--- config.mk ---
export PLATFORM = sky130hd
export DESIGN_NAME = pe_context_seq
export DESIGN_NICKNAME = d
export VERILOG_FILES = /design/src/rtl/pe_context_seq_pkg.sv /design/src/rtl/pe_context_seq_ctx_mem.sv /design/src/rtl/pe_context_seq.sv
export SDC_FILE = /design/constraint.sdc
export NUM_CORES = 1
export LEC_CHECK = 0
export CORE_MARGIN = 5
export CORE_UTILIZATION = 30
export CTS_CLUSTER_DIAMETER = 100
export CTS_CLUSTER_SIZE = 20
export DETAILED_ROUTE_END_ITERATION = 6
export HOLD_SLACK_MARGIN = 0.03
export PLACE_DENSITY = 0.49
export SLEW_MARGIN = 40
export SYNTH_ARGS = -nofsm -noshare
export SYNTH_HDL_FRONTEND = slang
export SYNTH_SLANG_ARGS = --single-unit
--- constraint.sdc ---
create_clock -name clk -period 6.32 [get_ports clk]
set_input_delay 0.632 -clock clk [delete_from_list [all_inputs] [get_ports clk]]
set_output_delay 0.632 -clock clk [all_outputs]
set_load 0.01 [all_outputs]
--- src/rtl/pe_context_seq_pkg.sv ---
// pe_context_seq_pkg: shared widths, NOP encoding and FSM state encodings for the context sequencer
package pe_context_seq_pkg;
  localparam int PE_INST_W  = 48;
  localparam int CTX_DEPTH  = 16;
  localparam int CTX_ITER_W = 16;
  localparam logic [PE_INST_W-1:0] NOP = '0;
  typedef enum logic {IDLE = 1'b0, RUN = 1'b1} state_t;
endpackage

--- src/rtl/pe_context_seq_ctx_mem.sv ---
// pe_context_seq_ctx_mem: DEPTH x INST_W context store, one write port, one async read port, no reset
//   clk   in   clock
//   we    in   write strobe
//   waddr in   write slot
//   wdata in   write word
//   raddr in   read slot
//   rdata out  word at raddr (combinational)
module pe_context_seq_ctx_mem
  import pe_context_seq_pkg::*;
#(
  parameter int INST_W = PE_INST_W,
  parameter int DEPTH  = CTX_DEPTH,
  parameter int ADDR_W = $clog2(DEPTH)
) (
  input  logic              clk,
  input  logic              we,
  input  logic [ADDR_W-1:0] waddr,
  input  logic [INST_W-1:0] wdata,
  input  logic [ADDR_W-1:0] raddr,
  output logic [INST_W-1:0] rdata
);
  logic [INST_W-1:0] mem [DEPTH];
  always_ff @(posedge clk)
    if (we) mem[waddr] <= wdata;
  assign rdata = mem[raddr];
endmodule

--- src/rtl/pe_context_seq.sv ---
// pe_context_seq: per-PE context sequencer issuing contexts 0..last for a number of iterations
//   clk, rst      clock, synchronous active-low reset
//   cfg_we/addr/wdata  context write port, honoured in IDLE only
//   start, ctx_last, iter_cnt  run request and its parameters (latched on start)
//   stall, abort  freeze issue / terminate run without done
//   inst, inst_valid  issued context (NOP when not valid)
//   busy, done    run in progress / one-cycle completion pulse
module pe_context_seq
  import pe_context_seq_pkg::*;
#(
  parameter int INST_W = PE_INST_W,
  parameter int DEPTH  = CTX_DEPTH,
  parameter int ADDR_W = $clog2(DEPTH),
  parameter int ITER_W = CTX_ITER_W
) (
  input  logic              clk,
  input  logic              rst,
  input  logic              cfg_we,
  input  logic [ADDR_W-1:0] cfg_addr,
  input  logic [INST_W-1:0] cfg_wdata,
  input  logic              start,
  input  logic [ADDR_W-1:0] ctx_last,
  input  logic [ITER_W-1:0] iter_cnt,
  input  logic              stall,
  input  logic              abort,
  output logic [INST_W-1:0] inst,
  output logic              inst_valid,
  output logic              busy,
  output logic              done
);
  state_t state, state_n;
  logic [ADDR_W-1:0] pc, pc_n, last, last_n, cur, cur_n, rd_addr, pc_adv;
  logic [ITER_W-1:0] iter_left, iter_left_n, iter_eff;
  logic [INST_W-1:0] inst_n, rd_data;
  logic inst_valid_n, done_n;
  // The start edge reads slot 0 directly; during RUN the read port follows pc.
  assign rd_addr  = (state == IDLE) ? '0 : pc;
  assign pc_adv   = (pc == last) ? '0 : pc + ADDR_W'(1);
  assign iter_eff = (iter_cnt == '0) ? ITER_W'(1) : iter_cnt;
  assign busy     = (state != IDLE);
  pe_context_seq_ctx_mem #(.INST_W(INST_W), .DEPTH(DEPTH), .ADDR_W(ADDR_W)) u_mem (
    .clk   (clk),
    .we    (cfg_we && state == IDLE),
    .waddr (cfg_addr),
    .wdata (cfg_wdata),
    .raddr (rd_addr),
    .rdata (rd_data)
  );
  always_ff @(posedge clk)
    if (!rst) begin
      state      <= IDLE;
      pc         <= '0;
      last       <= '0;
      cur        <= '0;
      iter_left  <= '0;
      inst       <= NOP;
      inst_valid <= 1'b0;
      done       <= 1'b0;
    end else begin
      state      <= state_n;
      pc         <= pc_n;
      last       <= last_n;
      cur        <= cur_n;
      iter_left  <= iter_left_n;
      inst       <= inst_n;
      inst_valid <= inst_valid_n;
      done       <= done_n;
    end
  // cur is the index now on inst; iter_left counts iterations still owed after it.
  always_comb begin
    state_n      = state;
    pc_n         = pc;
    last_n       = last;
    cur_n        = cur;
    iter_left_n  = iter_left;
    inst_n       = inst;
    inst_valid_n = inst_valid;
    done_n       = 1'b0;
    if (state == IDLE) begin
      if (start && !cfg_we) begin
        state_n      = RUN;
        last_n       = ctx_last;
        cur_n        = '0;
        pc_n         = (ctx_last == '0) ? '0 : ADDR_W'(1);
        iter_left_n  = (ctx_last == '0) ? iter_eff - ITER_W'(1) : iter_eff;
        inst_n       = rd_data;
        inst_valid_n = 1'b1;
      end
    end else if (abort) begin
      state_n      = IDLE;
      pc_n         = '0;
      iter_left_n  = '0;
      inst_n       = NOP;
      inst_valid_n = 1'b0;
    end else if (!stall) begin
      if (cur == last && iter_left == '0) begin
        state_n      = IDLE;
        pc_n         = '0;
        inst_n       = NOP;
        inst_valid_n = 1'b0;
        done_n       = 1'b1;
      end else begin
        inst_n      = rd_data;
        cur_n       = pc;
        pc_n        = pc_adv;
        iter_left_n = (pc == last) ? iter_left - ITER_W'(1) : iter_left;
      end
    end
  end
endmodule

==> results.md <==
* Status: complete, no violations
* IO buf count at 128
* Overflow after GRT at 0
* Synth warn at 0
* CTS hold repair buffers at 0
* Yosys top cell by area: edfxtp_1
* Min cycle time layout at 3.248 ns
* Clk_lat worst skew at 0.61 ns
* Die area at 116300 µm²
* Net switching power at 2.159 mW
* Power Internal at 7.862 mW
* Total track usage at 14.11%
* Power Density at 267.5 nW/µm²
* CP Launch Type: flop
* Multiplexer area fraction after synthesis at 9.989%
* Largest net degree at the start of global routing at 96
* Largest family of logic cells by synthesized area: multiplexers
* # clock sinks at 847
* CTS tree: done
* Initial drt markers at 1584
* Die X-Extent at 341.0 µm
* Io pins at 129
* Hold Startpoint: inst[1]
* Core area at 108900 µm²
* Via density at 5.146
* Final ANT Viol Nets at 0
* Compound-Gate Fraction of Synth Area at 7.595%
* Initial Util at 30.19%
* Clk slew on worst S/H paths at 0.09 ns
* First-pass GRT wire length at 124.3 mm
* Area grow syn2layout at 13.98%
* End of the worst register-to-register path: inst[1]
* TritonCTS buffer count at 48
* Initial antenna violation count at 3
* Post-layout net count at 2046
* Worst Path Arrival at 3.73 ns
* Setup violations, final at 0
* Per-cell routed wire length at 24.58 µm
* Leakage power at 11.22 nW
* Max frequency at 307.9 MHz
* Adder-cell share of the synthesized area at 0.1142%
* DRC at 0
* Yosys top cell area share at 70.17%
* Switch share at 21.54%
* Setup tns final at 0 ns
* Routed WL at 84.05 mm
* CTS resizes at 0
* Worst-Margin Slew at 0.8194 ns
* Crit. End Element: flop
* Relative slew slack at 45.37%
* Synth Area in Simple Gates at 4.949%
* Worst Slack Setup Final at 3.072 ns
* Syn Inst Count at 1867
* Post-DP HPWL at 47.37 mm
* Syn Nets at 1948
* Async S/R FF share, synth at 0%
* Commonest cells in the netlist: edfxtp_1, nand2_1, mux4_2
* Crit Path Class: flop to flop
* R2r worst-path depth at 7
* Tcrit/Tclk final at 51.39%
* Critical path required time at 6.80 ns
* Top cells by area, synth: edfxtp_1, mux4_2, dfxtp_1
* Count of pins over their slew limit at 0
* Worst VDD drop at 0.0001821 V
* Max-cap violations at 0
* Hold Crit Class: flop to flop
* RSZ-0062 raised after global routing: false
* Mean Syn Cell Area at 17.60 µm²
* FF+latch count, synth at 847
* WHS Path Cells at 2
* Most instantiated library cell after synthesis: edfxtp_1
* Register area share after synthesis at 74.98%
* XOR/XNOR Fraction of Synth Area at 0.5329%
* DR pass1 iterations at 5
* Gpl congestion at 0.7877
* Vias at 17590
* Sink of the worst hold path: inst[1]
* Worst-case clock skew at 0.01739 ns
* H-tree Lvls at 2
* R2r setup slk at 3.07 ns
* Clk root buf: clkbuf_16
* Rows at 121
* Max FO, Critical Path at 36
* Primary FF master, synth: edfxtp_1
* Gate power share at 5.6%
* Yosys cell types at 70
* R2R Path Start: busy
* Share of cells above drive strength 1 at 15.43%
* Clk buf depth at 3
* Sequential share of power at 62.2%
* Die Height at 341.0 µm
* Clock group share of total power at 32.2%
* Fin. Hold Viols at 0
* Number of global-route vias before repair at 18120
* Mapped cell area at 32870 µm²
* EDFF count, synth at 768
* Place WS at 2.822 ns
* Buffer count from post-CTS setup fixing at 0
registers in the layout (all words and copies together), names as in the netlist:
name        flops
u_mem.mem     768
inst           48
iter_left      16
done            1
last            4
busy            1
cur             4
inst_valid      1
pc              4
cells by family (layout without fill, tap and decap cells):
group           Yosys count  in the layout
buf+inv                 133            269
other cells               0              2
flops                   847            847
fa+ha+maj                 3              3
xor+xnor                 20             20
mux                     148            148
compound gates          362            362
simple gates            354            354
metal layers:
metal / part of all wire [%] / global-route usage [%] / vias up
met5: 0 / 0 / -
met4: 1.4 / 2.349 / 0
met3: 5.7 / 2.405 / 74
met2: 48 / 23.20 / 429
met1: 45 / 20.09 / 9339
li1: - / - / 7751
metrics by stage:
step | hold slack [ns] | util (%) | instances | area [µm²] | power [mW]
CTS | 0.4662 | 34.33 | 3414 | 37370 | 10.15
global route | 0.4890 | 34.41 | 3417 | 37460 | 10.41
global placement | 0.4402 | 32.87 | 3319 | 35780 | 6.908
detailed placement | 0.4457 | 33.05 | 3326 | 35970 | 6.929
floorplan | 0.4477 | - | 1867 | 32870 | 6.626
finish | 0.4609 | 34.42 | 3419 | 37460 | 10.02
worst max path at each step:
stage,startpoint,end,slack [ns]
after global routing,pc[0],inst[1],2.75
after global placement,cfg_we,u_mem.mem[2][14],2.76
final,busy,inst[1],3.07
after CTS,pc[0],inst[1],2.94
after detailed placement,cfg_we,u_mem.mem[13][14],2.82
after floorplan,cfg_we,u_mem.mem[8][0],1.32
power groups by stage:
stage                     registers, mW  logic (mW)  clock network (mW)
final                              6.24       0.559                3.23
after global routing               6.25       0.607                3.55
after CTS                          6.24       0.562                3.35
after detailed placement           6.37       0.561                   0
after global placement             6.36       0.543                   0
after floorplan                    6.35       0.279                   0
critical path, cell delays in order, from the launching register on:
cell and delay (ns):
dfxtp_4 0.70, and2_4 0.64, buf_4 0.65, mux4_2 0.58, nand2_1 0.08, a21oi_1 0.08, a21oi_1 0.25, o21ai_0 0.10
cell type report:
type | instances | area (µm²)
well taps | 1414 | 1769
clock buffers | 83 | 1354
flip-flops and latches | 847 | 24650
clock inverters | 5 | 37.54
repair buffers | 175 | 1829
multi-input cells | 887 | 7789
inverters | 6 | 25.02
fillers | 10180 | 71390
diodes | 2 | 5.005
cell usage in the layout (no fill, tap or decap), types with 39 or more instances in the layout:
master	synthesis	routed
dfxtp_1	79	76
o21ai_0	39	39
a221oi_1	96	96
nand2_1	184	182
a21oi_1	118	118
clkbuf_16	0	49
o31ai_1	48	48
mux4_2	144	144
clkdlybuf4s50_1	0	128
nand3_1	58	58
edfxtp_1	768	768
Note: power is estimated with default switching activity, not from simulation.
